$ cat src/rtl/uart_fifo_port_if.sv
// uart_fifo_port_if: core-side bundle of FIFO handshakes, sticky error flags and occupancy levels.
interface uart_fifo_port_if #(
    parameter int DATA_BITS = 8,
    parameter int FIFO_AW   = 4
);
    logic [DATA_BITS-1:0] tx_data;
    logic                 tx_valid;
    logic                 tx_ready;
    logic [DATA_BITS-1:0] rx_data;
    logic                 rx_valid;
    logic                 rx_ready;
    logic                 rx_frame_err;
    logic                 rx_parity_err;
    logic                 rx_overrun;
    logic                 err_clr;
    logic                 tx_busy;
    logic [FIFO_AW:0]     tx_level;
    logic [FIFO_AW:0]     rx_level;
    modport master (
        output tx_data, tx_valid, rx_ready, err_clr,
        input  tx_ready, rx_data, rx_valid, rx_frame_err, rx_parity_err, rx_overrun,
               tx_busy, tx_level, rx_level
    );
    modport slave (
        input  tx_data, tx_valid, rx_ready, err_clr,
        output tx_ready, rx_data, rx_valid, rx_frame_err, rx_parity_err, rx_overrun,
               tx_busy, tx_level, rx_level
    );
endinterface

$ cat src/rtl/uart_fifo_port.sv
// uart_fifo_port: parametrised UART with TX/RX FIFOs, 8x-oversampled bit timing and sticky error flags.
module uart_fifo_port #(
    parameter int PRESCALE  = 54,
    parameter int DATA_BITS = 8,
    parameter int PARITY    = 0,
    parameter int STOP_BITS = 1,
    parameter int FIFO_AW   = 4
) (
    input  logic             clk,
    input  logic             rst_n,
    input  logic             rxd,
    output logic             txd,
    uart_fifo_port_if.slave  bus
);
    localparam int DEPTH = 1 << FIFO_AW;
    typedef enum logic [2:0] {IDLE, START, DATA, PAR, STOP, BRK} state_t;
    logic [DATA_BITS-1:0] tx_mem [DEPTH];
    logic [DATA_BITS-1:0] rx_mem [DEPTH];
    logic [FIFO_AW:0] tx_wr_q, tx_rd_q, rx_wr_q, rx_rd_q;
    logic tx_push, tx_pop, rx_push, rx_pop, tx_nempty, rx_full;
    state_t tx_st_q, tx_st_d, rx_st_q, rx_st_d;
    logic [15:0] tx_tick_q, tx_tick_d, rx_tick_q, rx_tick_d;
    logic [2:0] tx_ph_q, tx_ph_d, rx_ph_q, rx_ph_d;
    logic [3:0] tx_bit_q, tx_bit_d, rx_bit_q, rx_bit_d;
    logic [DATA_BITS-1:0] tx_sh_q, tx_sh_d, rx_sh_q, rx_sh_d, tx_head;
    logic tx_par_q, tx_par_d, rx_par_q, rx_par_d, txd_q, txd_d;
    logic rx_s1_q, rx_s2_q, rx_prev_q;
    logic fe_q, pe_q, ov_q, good, set_fe, set_pe, set_ov;
    logic tx_tick_end, tx_bit_end, rx_tick_end, rx_mid, par_ok;
    assign bus.tx_level      = tx_wr_q - tx_rd_q;
    assign bus.rx_level      = rx_wr_q - rx_rd_q;
    assign bus.tx_ready      = ~bus.tx_level[FIFO_AW];
    assign bus.rx_valid      = |bus.rx_level;
    assign bus.rx_data       = rx_mem[rx_rd_q[FIFO_AW-1:0]];
    assign bus.tx_busy       = (tx_st_q != IDLE) || tx_nempty;
    assign bus.rx_frame_err  = fe_q;
    assign bus.rx_parity_err = pe_q;
    assign bus.rx_overrun    = ov_q;
    assign txd               = txd_q;
    assign tx_nempty   = |bus.tx_level;
    assign rx_full     = bus.rx_level[FIFO_AW];
    assign tx_push     = bus.tx_valid & bus.tx_ready;
    assign rx_pop      = bus.rx_valid & bus.rx_ready;
    assign tx_head     = tx_mem[tx_rd_q[FIFO_AW-1:0]];
    assign tx_tick_end = tx_tick_q == 16'(PRESCALE - 1);
    assign tx_bit_end  = tx_tick_end && tx_ph_q == 3'd7;
    assign rx_tick_end = rx_tick_q == 16'(PRESCALE - 1);
    assign rx_mid      = rx_tick_end && rx_ph_q == 3'd3;
    assign par_ok      = (PARITY == 0) || ((^rx_sh_q ^ rx_par_q) == (PARITY == 1));
    // A pop in the same cycle frees the slot, so a full FIFO still accepts the word.
    assign rx_push     = good && (!rx_full || rx_pop);
    assign set_ov      = good && rx_full && !rx_pop;
    always_comb begin
        tx_st_d   = tx_st_q;
        tx_tick_d = tx_tick_end ? 16'd0 : tx_tick_q + 16'd1;
        tx_ph_d   = tx_ph_q + {2'b00, tx_tick_end};
        tx_bit_d  = tx_bit_q;
        tx_sh_d   = tx_sh_q;
        tx_par_d  = tx_par_q;
        txd_d     = txd_q;
        tx_pop    = 1'b0;
        if (tx_st_q == IDLE || (tx_st_q == STOP && tx_bit_end && tx_bit_q == 4'(STOP_BITS - 1))) begin
            tx_pop  = tx_nempty;
            tx_st_d = tx_nempty ? START : IDLE;
            txd_d   = ~tx_nempty;
            if (tx_nempty) begin
                tx_tick_d = 16'd0;
                tx_ph_d   = 3'd0;
                tx_sh_d   = tx_head;
                tx_par_d  = ^tx_head ^ (PARITY == 1);
            end
        end else if (tx_bit_end) begin
            case (tx_st_q)
                START: begin
                    tx_st_d  = DATA;
                    txd_d    = tx_sh_q[0];
                    tx_sh_d  = tx_sh_q >> 1;
                    tx_bit_d = 4'd0;
                end
                DATA: begin
                    tx_st_d  = tx_bit_q != 4'(DATA_BITS - 1) ? DATA : (PARITY != 0 ? PAR : STOP);
                    txd_d    = tx_bit_q != 4'(DATA_BITS - 1) ? tx_sh_q[0] : (PARITY != 0 ? tx_par_q : 1'b1);
                    tx_sh_d  = tx_sh_q >> 1;
                    tx_bit_d = tx_bit_q != 4'(DATA_BITS - 1) ? tx_bit_q + 4'd1 : 4'd0;
                end
                PAR: begin
                    tx_st_d  = STOP;
                    txd_d    = 1'b1;
                    tx_bit_d = 4'd0;
                end
                default: tx_bit_d = tx_bit_q + 4'd1;
            endcase
        end
    end
    always_comb begin
        rx_st_d   = rx_st_q;
        rx_tick_d = rx_tick_end ? 16'd0 : rx_tick_q + 16'd1;
        rx_ph_d   = rx_ph_q + {2'b00, rx_tick_end};
        rx_bit_d  = rx_bit_q;
        rx_sh_d   = rx_sh_q;
        rx_par_d  = rx_par_q;
        good      = 1'b0;
        set_fe    = 1'b0;
        set_pe    = 1'b0;
        case (rx_st_q)
            IDLE: if (rx_prev_q && !rx_s2_q) begin
                rx_st_d   = START;
                rx_tick_d = 16'd0;
                rx_ph_d   = 3'd0;
            end
            START: if (rx_mid) begin
                rx_st_d  = rx_s2_q ? IDLE : DATA;
                rx_bit_d = 4'd0;
            end
            DATA: if (rx_mid) begin
                rx_sh_d  = {rx_s2_q, rx_sh_q[DATA_BITS-1:1]};
                rx_bit_d = rx_bit_q + 4'd1;
                rx_st_d  = rx_bit_q != 4'(DATA_BITS - 1) ? DATA : (PARITY != 0 ? PAR : STOP);
            end
            PAR: if (rx_mid) begin
                rx_par_d = rx_s2_q;
                rx_st_d  = STOP;
            end
            // Frame error is reported alone; parity is only judged on a good stop bit.
            STOP: if (rx_mid) begin
                good    = rx_s2_q && par_ok;
                set_pe  = rx_s2_q && !par_ok;
                set_fe  = !rx_s2_q;
                rx_st_d = rx_s2_q ? IDLE : BRK;
            end
            BRK: rx_st_d = rx_s2_q ? IDLE : BRK;
            default: rx_st_d = IDLE;
        endcase
    end
    always_ff @(posedge clk) begin
        if (tx_push) tx_mem[tx_wr_q[FIFO_AW-1:0]] <= bus.tx_data;
        if (rx_push) rx_mem[rx_wr_q[FIFO_AW-1:0]] <= rx_sh_q;
    end
    always_ff @(posedge clk or negedge rst_n) begin
        if (!rst_n) begin
            tx_wr_q <= '0; tx_rd_q <= '0; rx_wr_q <= '0; rx_rd_q <= '0;
            tx_st_q <= IDLE; tx_tick_q <= '0; tx_ph_q <= '0; tx_bit_q <= '0;
            tx_sh_q <= '0; tx_par_q <= 1'b0; txd_q <= 1'b1;
            rx_st_q <= IDLE; rx_tick_q <= '0; rx_ph_q <= '0; rx_bit_q <= '0;
            rx_sh_q <= '0; rx_par_q <= 1'b0;
            rx_s1_q <= 1'b1; rx_s2_q <= 1'b1; rx_prev_q <= 1'b1;
            fe_q <= 1'b0; pe_q <= 1'b0; ov_q <= 1'b0;
        end else begin
            tx_wr_q <= tx_wr_q + (FIFO_AW+1)'(tx_push);
            tx_rd_q <= tx_rd_q + (FIFO_AW+1)'(tx_pop);
            rx_wr_q <= rx_wr_q + (FIFO_AW+1)'(rx_push);
            rx_rd_q <= rx_rd_q + (FIFO_AW+1)'(rx_pop);
            tx_st_q <= tx_st_d; tx_tick_q <= tx_tick_d; tx_ph_q <= tx_ph_d; tx_bit_q <= tx_bit_d;
            tx_sh_q <= tx_sh_d; tx_par_q <= tx_par_d; txd_q <= txd_d;
            rx_st_q <= rx_st_d; rx_tick_q <= rx_tick_d; rx_ph_q <= rx_ph_d; rx_bit_q <= rx_bit_d;
            rx_sh_q <= rx_sh_d; rx_par_q <= rx_par_d;
            rx_s1_q <= rxd; rx_s2_q <= rx_s1_q; rx_prev_q <= rx_s2_q;
            fe_q <= (fe_q & ~bus.err_clr) | set_fe;
            pe_q <= (pe_q & ~bus.err_clr) | set_pe;
            ov_q <= (ov_q & ~bus.err_clr) | set_ov;
        end
    end
endmodule

$ cat src/flat_wrapper.sv
// flat-port wrapper written by rule: the top's interface ports become plain ports
module uart_fifo_port_flat 
#(
    parameter int PRESCALE  = 54,
    parameter int DATA_BITS = 8,
    parameter int PARITY    = 0,
    parameter int STOP_BITS = 1,
    parameter int FIFO_AW   = 4
)
  (clk, rst_n, rxd, txd, bus_tx_data, bus_tx_valid, bus_rx_ready, bus_err_clr, bus_tx_ready, bus_rx_data, bus_rx_valid, bus_rx_frame_err, bus_rx_parity_err, bus_rx_overrun, bus_tx_busy, bus_tx_level, bus_rx_level);
  uart_fifo_port_if #(.DATA_BITS(DATA_BITS), .FIFO_AW(FIFO_AW)) bus_i ();
  input  logic clk;
  input  logic rst_n;
  input  logic rxd;
  output logic txd;
  input wire logic [$bits(bus_i.tx_data)-1:0] bus_tx_data;
  input wire logic [$bits(bus_i.tx_valid)-1:0] bus_tx_valid;
  input wire logic [$bits(bus_i.rx_ready)-1:0] bus_rx_ready;
  input wire logic [$bits(bus_i.err_clr)-1:0] bus_err_clr;
  output wire logic [$bits(bus_i.tx_ready)-1:0] bus_tx_ready;
  output wire logic [$bits(bus_i.rx_data)-1:0] bus_rx_data;
  output wire logic [$bits(bus_i.rx_valid)-1:0] bus_rx_valid;
  output wire logic [$bits(bus_i.rx_frame_err)-1:0] bus_rx_frame_err;
  output wire logic [$bits(bus_i.rx_parity_err)-1:0] bus_rx_parity_err;
  output wire logic [$bits(bus_i.rx_overrun)-1:0] bus_rx_overrun;
  output wire logic [$bits(bus_i.tx_busy)-1:0] bus_tx_busy;
  output wire logic [$bits(bus_i.tx_level)-1:0] bus_tx_level;
  output wire logic [$bits(bus_i.rx_level)-1:0] bus_rx_level;
  assign bus_i.tx_data = bus_tx_data;
  assign bus_i.tx_valid = bus_tx_valid;
  assign bus_i.rx_ready = bus_rx_ready;
  assign bus_i.err_clr = bus_err_clr;
  assign bus_tx_ready = bus_i.tx_ready;
  assign bus_rx_data = bus_i.rx_data;
  assign bus_rx_valid = bus_i.rx_valid;
  assign bus_rx_frame_err = bus_i.rx_frame_err;
  assign bus_rx_parity_err = bus_i.rx_parity_err;
  assign bus_rx_overrun = bus_i.rx_overrun;
  assign bus_tx_busy = bus_i.tx_busy;
  assign bus_tx_level = bus_i.tx_level;
  assign bus_rx_level = bus_i.rx_level;
  uart_fifo_port #(.PRESCALE(PRESCALE), .DATA_BITS(DATA_BITS), .PARITY(PARITY), .STOP_BITS(STOP_BITS), .FIFO_AW(FIFO_AW)) u_core (.clk(clk), .rst_n(rst_n), .rxd(rxd), .txd(txd), .bus(bus_i));
endmodule
$ cat config.mk
export PLATFORM = sky130hd
export DESIGN_NAME = uart_fifo_port_flat
export DESIGN_NICKNAME = d
export VERILOG_FILES = /design/src/rtl/uart_fifo_port_if.sv /design/src/rtl/uart_fifo_port.sv /design/src/flat_wrapper.sv
export SDC_FILE = /design/constraint.sdc
export NUM_CORES = 1
export LEC_CHECK = 0
export BUFFER_PORTS_ARGS = -buffer_cell sky130_fd_sc_hd__clkbuf_2
export CORE_MARGIN = 1.5
export CORE_UTILIZATION = 35
export CTS_BUF_LIST = sky130_fd_sc_hd__clkbuf_2
export CTS_CLUSTER_DIAMETER = 100
export DETAILED_ROUTE_END_ITERATION = 8
export HOLD_SLACK_MARGIN = 0.12
export PLACE_DENSITY_LB_ADDON = 0.1
export RECOVER_POWER = 25
export SLEW_MARGIN = 20
export SYNTH_ARGS = -nofsm -noshare
export SYNTH_HDL_FRONTEND = slang
export SYNTH_SLANG_ARGS = --single-unit
$ cat constraint.sdc
create_clock -name clk -period 8.6 [get_ports clk]
set_input_delay 1.29 -clock clk [delete_from_list [all_inputs] [get_ports clk]]
set_output_delay 1.29 -clock clk [all_outputs]
set_load 0.05 [all_outputs]
==> results of run 1 <==
==> state kept, by name (all words and copies together) (netlist names), 3 cells and up <==
register,flops
u_core.rx_st_q,3
u_core.tx_ph_q,3
u_core.tx_sh_q,8
u_core.tx_bit_q,4
u_core.rx_wr_q,5
u_core.rx_ph_q,3
u_core.tx_rd_q,5
u_core.rx_bit_q,4
u_core.rx_tick_q,16
u_core.rx_mem,128
u_core.rx_rd_q,5
u_core.tx_wr_q,5
u_core.tx_tick_q,16
u_core.rx_sh_q,8
u_core.tx_mem,128
u_core.tx_st_q,3
==> power by group <==
part,switching (mW),internal (mW),leakage [nW]
logic,0.649,0.393,1.85
registers,0.114,1.94,3.82
clock network,0.698,0.469,0.652
==> layer usage <==
layer	track usage [%]	vias up
met5	0	-
met4	5.75	0
met3	4.03	64
met2	24.7	172
met1	19.6	3869
li1	-	3638
==> how the worst min path moves through the flow <==
stage                                   startpoint                       endpoint  slack, ns  cells past startpoint
after floorplan           u_core.rx_s1_q$_DFF_PN1_       u_core.rx_s2_q$_DFF_PN1_       0.35                      0
after global placement    u_core.rx_s1_q$_DFF_PN1_       u_core.rx_s2_q$_DFF_PN1_       0.35                      0
after detailed placement  u_core.rx_s1_q$_DFF_PN1_       u_core.rx_s2_q$_DFF_PN1_       0.35                      0
after CTS                                    rst_n  u_core.tx_tick_q[8]$_DFF_PN0_       0.19                      1
after global routing                           rxd       u_core.rx_s1_q$_DFF_PN1_       0.26                      1
final                     u_core.rx_s1_q$_DFF_PN1_       u_core.rx_s2_q$_DFF_PN1_       0.39                      0
==> worst register-to-register path, delay by kind of cell (launching register included) <==
kind	cells	cell delay [ns]
fa+ha+maj	2	0.66
simple gates	2	1.03
buf+inv	2	0.61
compound gates	3	0.66
flops	1	0.35
xor+xnor	1	0.25
==> area by class of cell <==
| type | count | share of cell area (%) |
|---|---|---|
| multi-input cells | 460 | 26.2 |
| flip-flops and latches | 351 | 61.9 |
| clock inverters | 29 | 0.985 |
| repair buffers | 52 | 1.75 |
| clock buffers | 140 | 4.31 |
| diodes | 2 | 0.0308 |
| inverters | 29 | 0.669 |
| well taps | 532 | 4.09 |
==> cell usage after synthesis (12+ instances only) <==
cell	count
edfxtp_1	256
dfrtp_1	91
nor2_1	78
mux4_2	73
nand2_1	38
nand3_1	33
ha_1	27
inv_1	27
xor2_1	27
clkbuf_1	21
xnor2_1	21
o21ai_0	14
nor3_1	12
==> per-stage QoR <==
step	utilization [%]	std cells	hold slack (ns)	power [mW]
global placement	37.7	1424	0.352	3.16
detailed placement	37.7	1424	0.351	3.16
finish	39.7	1595	0.386	4.26
global route	39.7	1595	0.264	4.54
CTS	39.8	1593	0.190	4.37
floorplan	-	871	0.345	2.84
==> cell families after synthesis <==
group	after synthesis	synth area share, %
XOR/XNOR	48	2.88
multiplexers	91	12.8
AND/OR/NAND/NOR	222	7.57
flip-flops	351	69.1
buffers and inverters	60	1.66
adder cells (fa/ha/maj)	29	2.59
AO/OA/AOI/OAI	70	3.38
==> results, run 1 <==
- The routed design uses between 1000 and 1500 um of met3 wire.
- The share of async-settable or async-resettable flops after synthesis is 27.1%.
- The tree built by TritonCTS fans out to about 350 sinks.
- The worst hold path belongs to the class register to register.
- The peak fanout along the critical path is 34.
- The quantity of hold-fixing buffers added after cts is 0.
- Using the TritonRoute via totals, the vias-per-cell ratio works out to 4.85.
- Global routing used 15.2% of the available tracks across all layers.
- The fmax is 0.190 GHz.
- Summing all multi-input logic gate instances after layout gives 0.00427 mm2.
- The die is between 200 and 250 um wide.
- The length of routed met2 wiring is ~15000 um.
- After detailed placement, the total cell area comes to about 0.015 mm2.
- The final max-slew violation count is 47.
- The wire length per cell after detailed routing is 19.7 um.
- The clock arrives with 0.0923 ns of skew.
- In this run the tightest slew margin relative to its limit is -82.6%.
- Routed signal wires occupy layers up through met4.
- Clock tree synthesis selected as its root buffer the cell clkbuf_2.
- The largest voltage drop on the vdd net is approximately 0.27 mV.
- The library cell used most frequently in the layout, excluding fill and tap cells, is edfxtp_1.
- Yosys mapped a number of flops with a built-in enable equal to 256.
- The count of vias placed by the detailed router is about 7.7k.
- Clock-pin slew was measured on the worst setup and hold paths at 0.10 ns.
- The critical path starts at u_core.rx_rd_q[0]$_DFF_PN0_.
- After filler insertion, the fill cell instance count of the layout stands at 3845.
- The capturing instance or port of the critical path is bus_rx_valid.
- Detailed placement ended at an HPWL of 19900 um.
- The via count of the first global-routing pass was 8257.
- The delay of the slowest critical-path stage is ~0.55 ns.
- The final weighted congestion in routability-driven placement is 0.726.
- The cell count after synthesis came out at 871.
- In this run the number of cells on the critical path is 10.
- The startpoint class of the critical path is a register.
- Synthesis inferred between 300 and 400 register bits.
- Setup repair after global routing left no endpoint under its margin.
- In this run the power density over the cells is roughly 260 mW/mm2.
- The run finished, with violations left.
- The clock insertion delay at the later pin of the skew report is 0.98 ns.
- The floorplan has 74 rows.
- The number of top-level pins is 39.
- Together, buffers and inverters on the worst path number 4.
- The primary flip-flop cell chosen by synthesis mapping is edfxtp_1.
- On the critical path the largest part of the delay comes from buffers and inverters.
- The start-to-end type of the worst setup path is register to primary output.
- The number of nets handed over by synthesis was 914.
- STA classifies the critical path endpoint as a primary output.
- Summed over all layers, the routed wires come to between 30000 and 40000 um.
- For this run, the number of Yosys warnings is 0.
- Measured in cells, the most critical reg-to-reg path has a length of 10.
- The number of buffers added by the clock tree synthesis step is 92.
- The leakage component of the power is 6.32 nW.
- The die covers 0.0429 mm2.
- The violation count after the first detailed-routing iteration is 426.
- After floorplanning, the core was sized to cover between 0.04 and 0.05 mm2.
- The reg-to-reg critical path startpoint is u_core.rx_rd_q[0]$_DFF_PN0_.
- The wire length of the first global-routing pass is around 50000 um.
- The endpoint identified for the worst register-to-register timing path is u_core.rx_mem[2][7]$_DFFE_PP_.
- The H-tree depth reported by CTS is 3.
- Measured along the y axis, the die boundary spans ~210 um.
- After clock tree synthesis, the repair step resized 0 gates.
- Across all setup checks in the final design, the least slack found is between 3 and 4 ns.
- Summed over all failing endpoints, the final setup total negative slack is 0 ns.
- For this configuration, the core starts out at a cell density of 35.6%.
- By area the synthesized netlist is led by edfxtp_1 (53%), dfrtp_1 (16%), mux4_2 (11%).
- The relative area change from synthesis to final layout is 11.6%.
- Across the whole layout, storage elements account for about 0.010 mm2.
- The slowest stage of the critical path belongs to the cell buf_4.
- The final-report hold violation count came to 0.
- In this run the cell area of the synthesized design comes to about 0.015 mm2.
- The slack of the worst reg-to-reg path is 4.66 ns.
- In this run, distinct cell masters in the synthesized netlist total 62.
- In this run the biggest area consumer among cell types represents a little over half of the synthesized area.
- At the pin with the least slew margin, the transition time is 2.74 ns.
- The part of the Yosys area used for sequential elements is 69.1%.
- Entering global routing, the biggest net connects 51 pins.
- The largest total area in the synthesized netlist belongs to edfxtp_1.
- The endpoint required time on the critical path is 7.31 ns.
- For this run, the post-layout net count is 1029.
- The DRC violations left is 0.
- The tool flagged a number of max-cap violations equal to 1.
- In the layout the commonest cells are edfxtp_1 (256), clkbuf_2 (169), dfrtp_1 (89).
- The proportion of layout cells with a drive suffix above 1 is 28.3%.
- The number of detailed-routing iterations run before antenna repair is 5.
- The checks that failed: capacitance limit, slew limit.
- During placement, the flow inserted port buffers numbering 38.
- The most repeated library cell on the critical path is inv_1.
- Summing all non-filler instances in the final layout gives an area of 0.0163 mm2.
- TritonCTS built the clock tree.
- After layout, the minimum clock period comes to 5.27 ns.
- The period utilization is 61.2%.
- Traced cell by cell, the critical path runs through buf_4, ha_1, inv_1, fa_1, a21o_1, a21oi_1, xor2_1, inv_1, or4_1, clkbuf_2.
- Before CTS, the worst setup slack after placement is 4.24 ns.
- The average footprint of a synthesized cell is about 17 um2.
- STA puts the critical path data arrival time at a little under 4 ns.
- The initial antenna violation count is 3.
- The leftover overflow at the end of global routing is 0.
- The number of buffers between clock root and the deepest sink is 3.
- The number of setup buffers added after CTS is 0.
- The detail route stage leaves a number of antenna-violating nets equal to 0.
- The detailed router put a total of approximately 14000 um of wire on met1.
- Setup violations remaining at the end of the flow were counted as 0.
Note: power is estimated with default switching activity, not from simulation.
==> run 2: changes to the inputs <==
Clock period 8.6 ns to 4.4 ns, I/O delays scaled along.
==> run 2 against run 1 <==
The flow still finishes with violations (capacitance limit, slew limit). Combinational power is 100% higher. Worst setup slack worse by 3.0 ns. Critical path type unchanged. Core utilization is 0.76 points higher. Critical path depth stayed put. Routed wire length is 0.86% lower. Register-to-register slack worse by 3.6 ns.
==> results, run 2 (synthesis gave the netlist of run 1 again) <==
- The flow ran to the end, but the final reports show violations.
- The checks that failed: capacitance limit, slew limit.
- The DRC violations left came to 0 (unchanged).
- The fmax is 0.247 GHz.
- The final-report hold violation count is 0 (unchanged).
- The register area is 0.0101 mm2 (unchanged).
- The number of setup violations in the final report is 0 (unchanged).
- The starting utilization of the core area is 35.6% (unchanged).
- The max capacitance violation total is 1 (unchanged).
- The number of buffers added by the clock tree synthesis step was 93 (+1.1%).
- The number of rows in the core area is 74 (unchanged).
- The signal on the critical path passes through inv_1, ha_1, inv_1, fa_1, a21o_1, a21oi_1, xor2_1, inv_1, or4_1, clkbuf_2.
- Among all stages on the critical path, the largest delay is contributed by or4_1.
- The number of detailed-routing iterations run before antenna repair came to 5 (unchanged).
- The delay of the slowest critical-path stage is 0.48 ns (-0.07 ns).
- The sequential share of power is 47.5% (-0.7 points).
- The clock root buffer is clkbuf_2.
- The peak fanout along the critical path came to 4 (-88%).
- The TritonCTS sink count was 351 (unchanged).
- The final weighted congestion in routability-driven placement is 0.732 (+0.85%).
- The count of vias placed by the detailed router is 7892 (+1.9%).
- The power density of the placed cells is 506 mW/mm2 (+93%).
- The placed instance count was 1446 (+1.5%).
- The period utilization is ~92%.
- The utilization of the core after routing is 40.5% (+0.76 points).
- The cell-internal power is 5.51 mW (+97%).
- The number of nets in the layout came to 1067 (+3.7%).
- The endpoint required time on the critical path is 3.74 ns (-3.57 ns).
- The violation count after the first detailed-routing iteration is 359 (-16%).
- The clock network fraction of design power is 27.3% (about the same).
- The leftover overflow at the end of global routing is 0 (unchanged).
- Setup repair after global routing left no endpoint under its margin.
- The setup TNS is 0 ns (unchanged).
- The number of port buffers is 38 (unchanged).
- The largest voltage drop on the vdd net is 0.535 mV (+100%).
- The core box area was 0.0409 mm2 (unchanged).
- The wire length of the first global-routing pass is 49200 um (-0.78%).
- The number of nets with antenna violations after detailed routing is 0 (unchanged).
- The chip width was 207 um (unchanged).
- The worst setup path is captured at a primary output.
- The global router's overall resource usage was 15.0% (-0.27 points).
- The clock edge transition at the registers on the reported setup and hold paths is 0.11 ns (about the same).
- The start-to-end type of the worst setup path is register to primary output.
- The data arrival time of the worst path is 3.40 ns (-0.58 ns).
- From synthesis to final layout, the design area changed by 13.7%.
- The die extent in y was 207 um (unchanged).
- STA classifies the critical path startpoint as a register.
- TritonCTS built the clock tree.
- The headroom to the max-slew limit is -4.29% (+78 points).
- The final standard cell count with taps included and fillers excluded is 1631 (+2.3%).
- In this design, the critical path's most frequently occurring cell is inv_1.
- The H-tree depth reported by CTS is 3 (unchanged).
- The final critical-path setup slack is 0.344 ns (-2.99 ns).
- In the layout the commonest cells are edfxtp_1 (256), clkbuf_2 (161), dfrtp_1 (89).
- The kind of cell adding the most delay to the critical path is adder cells.
- The proportion of layout cells with a drive suffix above 1 is 28.6% (+0.32 points).
- The final max-slew violation count is 24 (-49%).
- The combinational share of power is 25.2% (+0.7 points).
- The wire length per cell after detailed routing was 19.1 um (-3.1%).
- The combined area of the multi-input logic cells is 0.00427 mm2 (+0.15%).
- The clock insertion delay at the later pin of the skew report came to 0.96 ns (-0.02 ns).
- The post-placement setup slack came to 1.09 ns (-3.15 ns).
- The buffering stage count on the worst path with inverters included is 4 (unchanged).
- The final worst hold slack is 0.279 ns (-0.107 ns).
- The routed via count divided by cell count is 4.84 (-0.33%).
- The total wirelength of the detailed-routed design came to 31100 um (-0.86%).
- The net switching fraction of the power is 34.2% (-0.042 points).
- The path class of the tightest hold or removal check is primary input to register.
- The transition time at the pin with the least slew margin was 1.56 ns (-1.17 ns).
- The net switching power of the design is 2.87 mW (+96%).
- The initial antenna violation count is 1 (-2).
- The number of buffers between clock root and the deepest sink came to 3 (unchanged).
- The via count of the first global-routing pass is 8464 (+2.5%).
- The most common library cell in the layout ignoring fill and taps is edfxtp_1.
- The maximum number of pins on one net before global-route repair is 36 (-29%).
- The largest clock skew in the final design came to 0.0680 ns (-0.0244 ns).
- The HPWL reported at the end of detailed placement is 20000 um (+0.38%).
- The leakage component of the power was 6.49 nW (+2.7%).
- The count of fill cells added during filler insertion is 3882 (+0.96%).
- The number of top-level pins is 39 (unchanged).
- The worst path in the final design needs a cycle of between 4 and 5 ns, including I/O delays and setup.
- The overall die area is 0.0429 mm2 (unchanged).
run 2: changes by cell type in the layout (fill, tap and decap cells not counted), moves of 2 or more:
cell and delta:
clkinv_4 -2, clkbuf_2 -8, dlygate4sd3_1 +13, clkinv_1 +9, buf_4 +22
run 2: metal layers:
metal | share of wire [%] | vias up | track usage [%] | routed length [um]
met1 | 44 | 3963 | 19.0 | 13700
met3 | 4.4 | 62 | 3.78 | 1360
met4 | 2.5 | 0 | 6.27 | 764
met5 | 0 | - | 0 | 0
li1 | - | 3722 | - | -
met2 | 49 | 145 | 24.4 | 15200
run 2: cell type report:
type / count / share of cell area (%)
diodes: 1 / 0.0151
repair buffers: 89 / 3.59
clock inverters: 37 / 1.20
multi-input cells: 460 / 25.8
well taps: 532 / 4.02
flip-flops and latches: 351 / 60.8
clock buffers: 132 / 3.99
inverters: 29 / 0.657
run 2: tightest hold or removal path, stage by stage:
cell      delay (ns)
clkbuf_2        0.16
and2_1          0.24
ha_1            0.14
run 2: power by group through the flow:
stage / Sequential [mW] / Combinational (mW) / Clock [mW]
finish: 3.98 / 2.12 / 2.29
global route: 4.02 / 2.31 / 2.59
CTS: 3.99 / 2.16 / 2.42
detailed placement: 4.06 / 2.14 / 0
global placement: 4.06 / 2.14 / 0
floorplan: 3.98 / 1.56 / 0
run 2: path summary, 6_finish.rpt:
kind | start | end | slack [ns] | cells after the start
max reg2reg | u_core.rx_wr_q[0]$_DFF_PN0_ | u_core.rx_mem[8][5]$_DFFE_PP_ | 1.11 | 11
min | bus_tx_valid | u_core.tx_wr_q[0]$_DFF_PN0_ | 0.28 | 3
min in group asynchronous | rst_n | u_core.rx_tick_q[14]$_DFF_PN0_ | 0.89 | 3
max in group asynchronous | rst_n | u_core.tx_rd_q[0]$_DFF_PN0_ | 1.51 | 4
min reg2reg | u_core.rx_s1_q$_DFF_PN1_ | u_core.rx_s2_q$_DFF_PN1_ | 0.36 | 0
max | u_core.rx_wr_q[0]$_DFF_PN0_ | bus_rx_valid | 0.34 | 10
run 2: what timing repair did:
action | in CTS | in global routing
gates resized for setup | 0 | 2
hold buffers | 14 | 0
setup endpoints to repair | 0 | 2
endpoints found under the hold margin | 199 | 0
setup buffers | 0 | 1
run 2: through the flow:
stage	power (mW)	area [um2]
finish	8.38	16600
global placement	6.20	15600
global route	8.93	16600
floorplan	5.54	14600
CTS	8.57	16600
detailed placement	6.20	15600
